## src/rtl/alu_bist_pkg.sv

```systemverilog
// Shared definitions for the ALU self-test sequencer: FSM states, bus widths,
// default MISR polynomial and the operand LFSR update.
// Ports: none (package).
package alu_bist_pkg;

  localparam int          SEL_W_DEF     = 5;
  localparam int          STATUS_W      = 4;
  localparam int          SIG_W         = 32;
  localparam logic [31:0] MISR_POLY_DEF = 32'h04C1_1DB7;

  typedef enum logic [2:0] {
    ST_IDLE    = 3'd0,
    ST_LOAD    = 3'd1,
    ST_DRIVE   = 3'd2,
    ST_CAPTURE = 3'd3,
    ST_DONE    = 3'd4
  } state_e;

  // Operand generator: shift left, feedback from taps 31, 21, 1, 0.
  function automatic logic [31:0] lfsr_next(input logic [31:0] s);
    return {s[30:0], s[31] ^ s[21] ^ s[1] ^ s[0]};
  endfunction

endpackage

```

## src/rtl/misr32.sv

```systemverilog
// 32-bit multiple-input signature register folding one data word per enabled cycle.
// Ports: clk, rst_n (async active-low, clears to 0), clear (load all-ones, wins over en),
//        en (fold data), data[31:0] (word to fold), sig[31:0] (current signature).
module misr32
  import alu_bist_pkg::*;
#(
  parameter logic [31:0] POLY = MISR_POLY_DEF
) (
  input  logic        clk,
  input  logic        rst_n,
  input  logic        clear,
  input  logic        en,
  input  logic [31:0] data,
  output logic [31:0] sig
);

  logic [31:0] sig_q;
  logic [31:0] sig_d;

  always_comb begin
    sig_d = sig_q;
    if (clear) begin
      sig_d = 32'hFFFF_FFFF;
    end else if (en) begin
      sig_d = {sig_q[30:0], 1'b0} ^ (sig_q[31] ? POLY : 32'h0) ^ data;
    end
  end

  always_ff @(posedge clk or negedge rst_n) begin
    if (!rst_n) begin
      sig_q <= 32'h0;
    end else begin
      sig_q <= sig_d;
    end
  end

  assign sig = sig_q;

endmodule

```

## src/rtl/alu_bist_sequencer.sv

```systemverilog
// Self-test engine for a combinational ALU: on start, sweeps select codes 0..NUM_OPS-1
// over NUM_VEC operand vectors (vector 0 all-zero, the rest from an LFSR), folds every
// F/status response into a MISR and reports pass when the final signature matches.
// Ports: clk, rst_n (async active-low), start, abort | alu_a/alu_b/alu_cin/alu_sel (to ALU),
//        alu_f/alu_status (from ALU) | busy, done, pass, signature.
module alu_bist_sequencer
  import alu_bist_pkg::*;
#(
  parameter int          WIDTH        = 32,
  parameter int          SEL_W        = SEL_W_DEF,
  parameter int          NUM_OPS      = 9,
  parameter int          NUM_VEC      = 4,
  parameter int          SETTLE       = 1,
  parameter logic [31:0] LFSR_SEED    = 32'hACE1_2345,
  parameter logic [31:0] MISR_POLY    = MISR_POLY_DEF,
  parameter logic [31:0] EXPECTED_SIG = 32'h0000_0000
) (
  input  logic                clk,
  input  logic                rst_n,
  input  logic                start,
  input  logic                abort,
  output logic [WIDTH-1:0]    alu_a,
  output logic [WIDTH-1:0]    alu_b,
  output logic                alu_cin,
  output logic [SEL_W-1:0]    alu_sel,
  input  logic [WIDTH-1:0]    alu_f,
  input  logic [STATUS_W-1:0] alu_status,
  output logic                busy,
  output logic                done,
  output logic                pass,
  output logic [SIG_W-1:0]    signature
);

  localparam int VEC_W = (NUM_VEC > 1) ? $clog2(NUM_VEC) : 1;
  localparam int SET_W = (SETTLE > 1) ? $clog2(SETTLE) : 1;
  localparam logic [SEL_W-1:0] OP_LAST  = SEL_W'(NUM_OPS - 1);
  localparam logic [VEC_W-1:0] VEC_LAST = VEC_W'(NUM_VEC - 1);
  localparam logic [SET_W-1:0] SET_LAST = SET_W'(SETTLE - 1);

  state_e             state_q, state_d;
  logic [31:0]        lfsr_q, lfsr_d;
  logic [SEL_W-1:0]   op_q, op_d;
  logic [VEC_W-1:0]   vec_q, vec_d;
  logic [SET_W-1:0]   settle_q, settle_d;
  logic [WIDTH-1:0]   a_q, a_d, b_q, b_d;
  logic               cin_q, cin_d;
  logic               busy_q, busy_d;
  logic               done_q, done_d;
  logic               pass_q, pass_d;
  logic               misr_clr;
  logic               misr_en;
  logic [31:0]        sig;

  always_comb begin
    state_d  = state_q;
    lfsr_d   = lfsr_q;
    op_d     = op_q;
    vec_d    = vec_q;
    settle_d = settle_q;
    a_d      = a_q;
    b_d      = b_q;
    cin_d    = cin_q;
    busy_d   = busy_q;
    done_d   = done_q;
    pass_d   = pass_q;
    misr_clr = 1'b0;
    misr_en  = 1'b0;

    if (abort) begin
      // Signature is deliberately left untouched so a cancelled run can be inspected.
      state_d  = ST_IDLE;
      busy_d   = 1'b0;
      done_d   = 1'b0;
      pass_d   = 1'b0;
      op_d     = '0;
      vec_d    = '0;
      settle_d = '0;
    end else begin
      unique case (state_q)
        ST_IDLE, ST_DONE: begin
          if (start) begin
            state_d  = ST_LOAD;
            lfsr_d   = LFSR_SEED;
            vec_d    = '0;
            busy_d   = 1'b1;
            done_d   = 1'b0;
            pass_d   = 1'b0;
            misr_clr = 1'b1;
          end else if (state_q == ST_DONE) begin
            // Flags go up one cycle after the last fold, once the signature is final.
            busy_d = 1'b0;
            done_d = 1'b1;
            pass_d = (sig == EXPECTED_SIG);
          end
        end
        ST_LOAD: begin
          if (vec_q == '0) begin
            a_d   = '0;
            b_d   = '0;
            cin_d = 1'b0;
          end else begin
            a_d   = WIDTH'(lfsr_q);
            b_d   = WIDTH'({lfsr_q[15:0], lfsr_q[31:16]});
            cin_d = lfsr_q[0];
          end
          lfsr_d   = lfsr_next(lfsr_q);
          op_d     = '0;
          settle_d = '0;
          state_d  = ST_DRIVE;
        end
        ST_DRIVE: begin
          if (settle_q == SET_LAST) begin
            settle_d = '0;
            state_d  = ST_CAPTURE;
          end else begin
            settle_d = settle_q + 1'b1;
          end
        end
        ST_CAPTURE: begin
          misr_en = 1'b1;
          if (op_q < OP_LAST) begin
            op_d    = op_q + 1'b1;
            state_d = ST_DRIVE;
          end else if (vec_q < VEC_LAST) begin
            vec_d   = vec_q + 1'b1;
            state_d = ST_LOAD;
          end else begin
            state_d = ST_DONE;
          end
        end
        default: state_d = ST_IDLE;
      endcase
    end
  end

  always_ff @(posedge clk or negedge rst_n) begin
    if (!rst_n) begin
      state_q  <= ST_IDLE;
      lfsr_q   <= LFSR_SEED;
      op_q     <= '0;
      vec_q    <= '0;
      settle_q <= '0;
      a_q      <= '0;
      b_q      <= '0;
      cin_q    <= 1'b0;
      busy_q   <= 1'b0;
      done_q   <= 1'b0;
      pass_q   <= 1'b0;
    end else begin
      state_q  <= state_d;
      lfsr_q   <= lfsr_d;
      op_q     <= op_d;
      vec_q    <= vec_d;
      settle_q <= settle_d;
      a_q      <= a_d;
      b_q      <= b_d;
      cin_q    <= cin_d;
      busy_q   <= busy_d;
      done_q   <= done_d;
      pass_q   <= pass_d;
    end
  end

  misr32 #(
    .POLY (MISR_POLY)
  ) u_misr (
    .clk   (clk),
    .rst_n (rst_n),
    .clear (misr_clr),
    .en    (misr_en),
    .data  (32'(alu_f) ^ {28'b0, alu_status}),
    .sig   (sig)
  );

  assign alu_a     = a_q;
  assign alu_b     = b_q;
  assign alu_cin   = cin_q;
  assign alu_sel   = op_q;
  assign busy      = busy_q;
  assign done      = done_q;
  assign pass      = pass_q;
  assign signature = sig;

endmodule
```

## config.mk

```make
export PLATFORM = sky130hd
export DESIGN_NAME = alu_bist_sequencer
export DESIGN_NICKNAME = d
export VERILOG_FILES = /design/src/rtl/alu_bist_pkg.sv /design/src/rtl/misr32.sv /design/src/rtl/alu_bist_sequencer.sv
export SDC_FILE = /design/constraint.sdc
export NUM_CORES = 1
export LEC_CHECK = 0
export BUFFER_PORTS_ARGS = -buffer_cell sky130_fd_sc_hd__buf_2
export CAP_MARGIN = 20
export CORE_MARGIN = 3
export CORE_UTILIZATION = 30
export CTS_BUF_LIST = sky130_fd_sc_hd__clkbuf_4 sky130_fd_sc_hd__clkbuf_8
export DETAILED_ROUTE_END_ITERATION = 16
export PLACE_DENSITY = 0.48
export SYNTH_ARGS = -nofsm -noshare
export SYNTH_HDL_FRONTEND = slang
export SYNTH_SLANG_ARGS = --single-unit
```

## constraint.sdc

```tcl
create_clock -name clk -period 3 [get_ports clk]
set_clock_uncertainty 0.15 [all_clocks]
set_input_delay 0 -clock clk [delete_from_list [all_inputs] [get_ports clk]]
set_output_delay 0 -clock clk [all_outputs]
set_load 0.02 [all_outputs]
```

# After elaboration in Yosys (flattened, before gate mapping)
# Cells that the tools add are included.
[word_totals]
word_cells = 93
ff_bits = 143
[classes]
n_reduce_logical = 17
bitwise_logic = 7
add_sub_neg = 3
muxes = 42
n_eq_ne = 10
magnitude_cmp = 2
[ops]
columns = ["operator", "count"]
rows = [
  ["32-bit 2-to-1 mux", 5],
  ["32-bit case mux with 2 select lines", 1],
  ["32-bit XOR", 2],
  ["32-bit zero test", 1],
  ["32-bit by 4-bit XOR with 32-bit output", 1],
  ["27-bit 2-to-1 mux", 1],
  ["1-bit 2-to-1 mux", 20],
  ["3-bit 2-to-1 mux", 5],
  ["3-bit != test, second input constant", 5],
  ["3-bit case mux with 4 select lines", 1],
  ["3-bit nonzero test", 4],
  ["5-bit 2-to-1 mux", 2],
  ["5-bit case mux with 2 select lines", 1],
  ["2-bit 2-to-1 mux", 4],
  ["2-bit AND reduction", 4],
  ["3-bit by 2-bit == test with 1-bit output, second input constant", 2],
  ["2-bit nonzero test", 3],
  ["5-bit by 1-bit adder with 5-bit output, second input constant", 1],
  ["5-bit by 4-bit < comparator with 1-bit output, second input constant", 1],
  ["2-bit case mux with 2 select lines", 1],
  ["4-bit AND reduction", 1],
  ["3-bit by 1-bit == test with 1-bit output, second input constant", 1],
  ["3-bit == test, second input constant", 1],
  ["3-bit zero test", 1],
  ["10 further kinds", 12],
]

# Logic depth before layout (Yosys ltp)
# Gate-level depths: netlist of the first run.
[depth]
depth_word = 5
depth_mapped = 7
mapped_depth_nobuf = 5

# Hierarchy
# From an unflattened synthesis of the first run, not the netlist that was laid out.
[unflattened]
hier_cells = 477
hier_area_um2 = 5413.9
[modules_own_cells]
columns = ["mod", "area_per_inst_um2", "instances", "cells_each"]
rows = [
  ["alu_bist_sequencer", 3575.9, 1, 338],
  ["misr32", 1838.0, 1, 139],
]

# Worst setup path before layout of the first run
# Ideal clock, no wire load.
[synth_timing]
path_kind = "register -> register"
start = "register state_q[0]"
end = "register lfsr_q[19]"
period_less_slack_ns = 1.944
arrival_ns = 1.673
path_slack_ns = 1.056
stages_incl_launch_ff = 8
setup_time_ns = 0.121
cell_sequence = "dfrtp_1 > buf_6 > or4b_4 > buf_6 > and2_4 > buf_6 > buf_6 > a22o_1"
[synth_via]
elab_chain_len = 4
word_cells_on_any_way = 8
classes_between = "3 x eq/ne; 1 x mux; 4 x reduce/logical"
[synth_rtl]
columns = ["element", "line", "rtl"]
rows = [
  ["start, declared", "alu_bist_sequencer.sv:40", "state_e state_q, state_d;"],
  ["start signal, assigned", "alu_bist_sequencer.sv:150", "state_q <= state_d;"],
  ["3-bit == test or 3-bit zero test (tied branches)", "alu_bist_sequencer.sv:79", "unique case (state_q)"],
  ["2-bit OR reduction", "alu_bist_sequencer.sv:79", ""],
  ["2-bit != test (no source line) or 2-bit nonzero test (tied branches)", "n/a", ""],
  ["3-bit AND reduction (no source line)", "n/a", ""],
  ["end signal, assigned", "alu_bist_sequencer.sv:151", "lfsr_q <= lfsr_d;"],
  ["end, declared", "alu_bist_sequencer.sv:41", "logic [31:0] lfsr_q, lfsr_d;"],
]
# Parallel ways exist; a longest one is shown, timed or not.
# A chain may end at the register's enable or synchronous reset.

# Final worst setup path of the first run
[layout_timing]
start = "register state_q[1]"
end = "register a_q[1] (netlist: alu_a[1])"
[layout_via]
elab_chain_len = 2
[layout_rtl]
columns = ["element", "line", "rtl"]
rows = [
  ["3-bit by 1-bit == test with 1-bit output", "alu_bist_sequencer.sv:79", ""],
  ["2-bit AND reduction (no source line)", "n/a", ""],
  ["end signal, assigned", "alu_bist_sequencer.sv:143", "a_q <= '0;"],
  ["end signal, assigned", "alu_bist_sequencer.sv:155", "a_q <= a_d;"],
  ["end, declared", "alu_bist_sequencer.sv:45", "logic [WIDTH-1:0] a_q, a_d, b_q, b_d;"],
]
# No other way between the ends.

==> impl_metrics.py, run 1 <==
metrics = {
    "finish": {
        "diodes": 0,
        "drive_gt1_frac": 0.2965,
        "final_area_mm2": 0.006424,
        "syn2layout_area_growth_pct": 24.22,
        "utilization": 0.3846,
        "fin_nets": 672,
    },
    "sta": {
        "tns_ns": 0,
        "period_needed_ns": 2.268,
        "rsz0062_at_grt": "false",
        "worst_pin_slew_ns": 0.9057,
        "fin_crit_sh": 0.7560,
        "drv_slew": 0,
        "setup_viol": 0,
        "relSlewSlack": 0.3962,
        "max_freq_ghz": 0.4409,
        "finalHoldViolations": 0,
        "post-route-worst-setup-slack_ns": 0.7321,
    },
    "floorplan": {
        "io_pins": 145,
        "fp.coreArea_mm2": 0.01670,
        "placementRows": 47,
        "die_w_um": 137.3,
        "dieArea_mm2": 0.01885,
        "die_h_um": 137.3,
        "start_util": 0.3096,
    },
    "synth": {
        "synth_ff_type": "dfrtp_1",
        "synth_seq_cells": 109,
        "ys_seq_area_frac": 0.5308,
        "syn-num-nets": 538,
        "syn_area_mm2": 0.005171,
        "yosysMostFrequentCell": "nand2_1",
        "syn_area_per_cell_um2": 10.45,
        "synth_top_area_share": 0.4597,
        "synthTopCellsByArea": "dfrtp_1 46%, nand2_1 7.3%, dfstp_2 7.1%",
        "ys_top_cells_by_count": "101 x nand2_1, 95 x dfrtp_1, 38 x xnor2_1, 34 x buf_4, 32 x o211ai_1",
        "ys_types": 43,
        "synthArstFlopShare": 1.000,
        "netlist_instances": 495,
        "synth_edf_count": 0,
        "synth_top_cell_by_area": "dfrtp_1",
        "ys_warn_count": 0,
    },
    "critical_path": {
        "crit_type": "register to register",
        "required_ns": 3.15,
        "cp-start-kind": "register",
        "end_kind": "register",
        "worstPathMaxFanout": 25,
        "arrival_ns": 2.41,
    },
    "pwr": {
        "p_clk_frac": 0.265,
        "combPwrFrac": 0.213,
        "internal_power_uw": 2450,
        "netSwitchingPower_uw": 1095,
        "sw_frac_of_total": 0.3089,
        "power-per-cell-area_mw_per_mm2": 551.8,
        "finalPower_uw": 3545,
        "p_seq_frac": 0.522,
        "ir_worst_vdd_mv": 0.2084,
        "leakagePower_uw": 0.003168,
    },
    "cts": {
        "cts_sinks": 109,
        "cts_resized": 0,
        "cts-root-buf": "clkbuf_8",
        "clkTransAtPathRegs_ns": 0.10,
        "cts_buffers": 9,
        "clk-insertion-delay-late_ns": 0.38,
        "cts-htree-levels": 3,
        "clockBufferDepth": 2,
        "cts_tree": "yes",
    },
    "detailed_routing": {
        "drcViolationCount": 0,
        "vias": 3952,
        "via_per_inst": 4.628,
        "dr.first_iter.drc_count": 154,
        "wl_per_cell_um": 14.16,
        "drt_wl_total_um": 12100,
        "first_pass_iters": 4,
        "antenna_left": 0,
    },
    "run": {
        "drv_cap": 0,
    },
    "place": {
        "portBuffers": 144,
        "placed_cell_area_mm2": 0.005816,
        "gp_congestion": 0.8006,
        "dpl_worst_slack_ns": 0.7333,
        "dp_hpwl_um": 8011,
    },
    "outcome": {
        "run_status": "complete, no violations",
    },
    "hold_path": {
        "hp-class": "input port to async pin",
    },
    "global_route": {
        "grt_max_degree": 69,
        "grt_usage": 0.1329,
        "grt-ovfl-total": 0,
        "antenna_found_initial": 0,
        "grt_first_pass_wirelength_um": 19880,
        "grt_pass1_vias": 3858,
    },
}
placed cells by master, fill, tap and decap left out, types with 5 or more instances in the layout:
| master | n |
|---|---|
| clkbuf_8 | 10 |
| nand2_1 | 101 |
| xnor2_1 | 38 |
| xor2_1 | 13 |
| o22a_1 | 10 |
| dlygate4sd3_1 | 40 |
| buf_2 | 143 |
| nor4_1 | 8 |
| o21ai_0 | 7 |
| inv_1 | 10 |
| dfrtp_1 | 95 |
| dfstp_2 | 14 |
| a22o_1 | 16 |
| a21oi_1 | 5 |
| nor2_1 | 14 |
| nand3b_1 | 30 |
| o211ai_1 | 32 |
| buf_4 | 5 |
worst max-delay path: stages (launching register included):
cell and delay [ns]:
dfrtp_1 0.51, or4b_2 0.97, buf_4 0.33, o31ai_1 0.21
metrics by stage:
stage               hold WS (ns)  cells
floorplan                -0.4456    495
detailed placement     -0.006968    798
global placement        -0.01216    798
global route              0.1193    854
finish                   0.07444    854
CTS                      0.09408    854
final timing paths:
kind                       cells past startpoint  slack [ns]  startpoint             end
min in group clk                               4        0.30   alu_f[25]  u_misr.sig[25]
hold / removal                                 2        0.07       rst_n       alu_a[26]
setup / recovery                               3        0.73  state_q[1]        alu_a[1]
hold reg to reg                                2        0.34   alu_a[15]       alu_a[15]
setup reg to reg                               3        0.73  state_q[1]        alu_a[1]
max in group asynchronous                      3        1.84       rst_n      lfsr_q[27]
power by group through the flow:
stage	Sequential [uW]	Combinational, uW	Clock (uW)
3_5_place_dp	1880	717	0
2_1_floorplan	1920	438	0
4_1_cts	1850	766	980
6_report	1850	755	939
3_3_place_gp	1880	707	0
5_1_grt	1890	839	1050
per-layer routing:
layer	up-vias	part of all wire	track usage	wire length, um
met3	10	0.064	0.04310	779
met1	1894	0.45	0.1742	5412
li1	1924	-	-	-
met4	0	0.0097	0.03160	117
met2	124	0.48	0.2142	5785
met5	-	0	0	0
state kept, by name, indices dropped and copies added, names as in the netlist:
signal,flops
pass,1
vec_q,2
u_misr.sig,32
alu_b,1
busy,1
lfsr_q,32
alu_a,31
alu_sel,5
done,1
state_q,3
cell families after synthesis:
family / count (synthesis) / synth area share
buffers and inverters: 76 / 0.08759
DFF: 109 / 0.5308
adders and majority gates: 3 / 0.007259
xor gates and xnor gates: 51 / 0.08638
muxes: 2 / 0.004355
AOI/OAI and AO/OA: 84 / 0.1224
and+or+nand+nor: 170 / 0.1611
layout make-up:
class,instances,area (um2)
clock inverters,4,55.05
clock buffers,12,152.6
fillers,1720,10280
flip-flops and latches,109,2745
multi-input cells,310,1984
repair buffers,189,1174
well taps,220,275.3
inverters,10,37.54
repair_timing:
| item | CTS | global route |
|---|---|---|
| hold buffers | 40 | 0 |
| setup buffers | 0 | 0 |
| hold endpoints to repair | 101 | 0 |
| endpoints found under the setup margin | 0 | 0 |
Power figures use the tool's default switching activity.
==> inputs of run 2 (changes only) <==
--- a/config.mk
+++ b/config.mk
@@ -5,6 +5,7 @@
 export SDC_FILE = /design/constraint.sdc
 export NUM_CORES = 1
 export LEC_CHECK = 0
+export ABC_AREA = 1
 export BUFFER_PORTS_ARGS = -buffer_cell sky130_fd_sc_hd__buf_2
 export CAP_MARGIN = 20
 export CORE_MARGIN = 3
==> constraint.sdc (replaced) <==
create_clock -name clk -period 2.2 [get_ports clk]
set_clock_uncertainty 0.15 [all_clocks]
set_input_delay 0 -clock clk [delete_from_list [all_inputs] [get_ports clk]]
set_output_delay 0 -clock clk [all_outputs]
set_load 0.02 [all_outputs]
==> impl_metrics.py, run 2 <==
metrics = {
    "global_route": {
        "grt-ovfl-total": 0,
        "antenna_found_initial": 0,
        "grt_first_pass_wirelength_um": 20670,
        "grt_usage": 0.1388,
        "grt_use_met1": 0.1805,
        "busiest_layer": "met2",
        "grt_max_degree": 44,
        "grt.met3_usage": 0.04273,
        "grt_pass1_vias": 4194,
        "met2_usage": 0.2281,
    },
    "finish": {
        "finalNonFillerCells": 962,
        "final_cell_mix": "143 x buf_2, 112 x nand2_1, 95 x dfrtp_1",
        "layout_commonest_cell": "buf_2",
        "diodes": 0,
        "final_area_mm2": 0.006541,
        "syn2layout_area_growth_pct": 26.56,
        "drive_gt1_frac": 0.2668,
        "fin_nets": 780,
    },
    "cts": {
        "cts_sinks": 109,
        "clk-insertion-delay-late_ns": 0.39,
        "cts_buffers": 9,
        "cts-root-buf": "clkbuf_8",
        "clkTransAtPathRegs_ns": 0.10,
        "clockBufferDepth": 2,
        "cts-htree-levels": 3,
        "cts_tree": "yes",
    },
    "sta": {
        "period_needed_ns": 2.008,
        "fin_crit_sh": 0.9126,
        "tns_ns": 0,
        "setup_viol": 0,
        "drv_slew": 0,
        "rsz0062_at_grt": "false",
        "relSlewSlack": 0.6870,
        "finalHoldViolations": 0,
        "worst_pin_slew_ns": 0.4688,
        "max_freq_ghz": 0.4981,
    },
    "synth": {
        "syn-num-nets": 626,
        "ys_top_cells_by_count": "112 x nand2_1, 95 x dfrtp_1, 64 x o21ai_1, 58 x inv_1, 47 x nor2_1",
        "yosys.area_share.simple": 0.1477,
        "ys_warn_count": 0,
        "yosysMostFrequentCell": "nand2_1",
        "synthTopCellsByArea": "dfrtp_1 46%, nand2_1 8.1%, dfstp_2 7.1%",
        "synth-xor-area-share": 0.05761,
        "synthMuxAreaShare": 0,
        "syn_area_per_cell_um2": 8.866,
        "synth_top_area_share": 0.4599,
        "synth_edf_count": 0,
        "synthArstFlopShare": 1.000,
        "synth-compound-area-share": 0.1373,
        "synth_top_cell_by_area": "dfrtp_1",
        "synth_adder_area_share": 0.007262,
        "ys_types": 30,
        "synth_seq_cells": 109,
        "synth_ff_type": "dfrtp_1",
        "netlist_instances": 583,
        "synth_top_family_by_area": "simple AND/OR/NAND/NOR gates",
        "syn_area_mm2": 0.005169,
        "ys_seq_area_frac": 0.5311,
    },
    "place": {
        "placed_cell_area_mm2": 0.005881,
        "dp_cells": 900,
        "dp_hpwl_um": 8778,
        "gp_congestion": 0.8218,
        "portBuffers": 144,
    },
    "detailed_routing": {
        "antenna_left": 0,
        "drcViolationCount": 0,
        "first_pass_iters": 6,
        "via_per_inst": 4.450,
        "wl_per_cell_um": 13.17,
        "dr.first_iter.drc_count": 187,
        "vias": 4281,
        "drt_wl_total_um": 12670,
    },
    "pwr": {
        "power-per-cell-area_mw_per_mm2": 870.6,
        "ir_worst_vdd_mv": 0.3754,
        "leakagePower_uw": 0.003254,
    },
    "run": {
        "drv_cap": 0,
    },
    "critical_path": {
        "worstPathMaxFanout": 10,
        "rr_startpoint": "state_q[2]",
        "cp-start-kind": "register",
        "r2r_slack_ns": 0.19,
        "required_ns": 2.38,
        "arrival_ns": 2.18,
        "crit_start": "state_q[2]",
        "end_kind": "register",
        "crit_type": "register to register",
    },
    "floorplan": {
        "placementRows": 47,
        "start_util": 0.3095,
        "fp.coreArea_mm2": 0.01670,
        "die_w_um": 137.3,
        "die_h_um": 137.3,
        "dieArea_mm2": 0.01884,
        "io_pins": 145,
    },
    "hold_path": {
        "hp-class": "input port to register",
        "worstHoldStart": "alu_f[7]",
    },
    "outcome": {
        "run_status": "complete, no violations",
    },
}
## run 2: cell count changes after synthesis, sizes merged, moves of 19 or more
cell,before,now
a21oi,5,36
inv,10,63
nand3b,30,0
nor2,14,49
o211ai,32,7
o21ai,7,70
o22ai,0,19
xnor2,38,12
## run 2: routing by layer
layer / vias up / share of wire
met3: 9 / 0.058
met2: 123 / 0.47
met1: 1999 / 0.47
li1: 2150 / -
met5: - / 0
met4: 0 / 0.0095
## run 2: final timing paths
kind	to	cells after the start
hold / removal	u_misr.sig[7]	5
max in group asynchronous	lfsr_q[8]	4
setup / recovery	u_misr.sig[23]	6
hold reg to reg	lfsr_q[0]	2
setup reg to reg	u_misr.sig[23]	6
min in group asynchronous	alu_a[10]	3
## run 2: cell families (layout without fill, tap and decap cells)
group	after synthesis	after routing
and+or+nand+nor	185	185
xor gates and xnor gates	34	34
buffers and inverters	119	278
adders and majority gates	3	3
DFF	109	109
AOI/OAI and AO/OA	133	133
## run 2: layout make-up
type / instances / area, um2
multi-input cells: 355 / 1808
fillers: 1714 / 10160
repair buffers: 199 / 1269
well taps: 220 / 275.3
clock inverters: 4 / 55.05
clock buffers: 12 / 152.6
flip-flops and latches: 109 / 2745
inverters: 63 / 236.5
## run 2: worst max-delay path, cell delays in order, from the launching register on
cell and delay (ns):
dfrtp_1 0.44, inv_2 0.14, nand3_1 0.15, nor2_4 0.30, nand2_1 0.09, dlygate4sd3_1 0.56
o21ai_1 0.11
## run 2: timing repair
item | in CTS | in global routing
setup endpoints to repair | 0 | 19
endpoints found under the hold margin | 148 | 0
gates resized for setup | 0 | 0
buffers inserted | 0 | 3
hold buffers | 44 | 0
## run 2: power breakdown
group          leakage, uW  switching [uW]  total (uW)  internal [uW]
clock             0.000104             709        1300            592
sequential         0.00134             287        2720           2440
combinational      0.00181            1050        1670            619
total              0.00325            2050        5690           3650
## run 2: stage by stage
step	worst slack [ns]	hold slack, ns	utilization	power, uW
6_report	0.1924	0.2538	0.3917	5695
5_1_grt	0.05457	0.2748	0.3917	6103
4_1_cts	0.06547	0.2300	0.3909	5772
3_5_place_dp	0.3257	-0.2270	0.3521	4385
3_3_place_gp	0.3938	-0.2343	0.3521	4351
2_1_floorplan	0.7169	-0.4456	-	3856
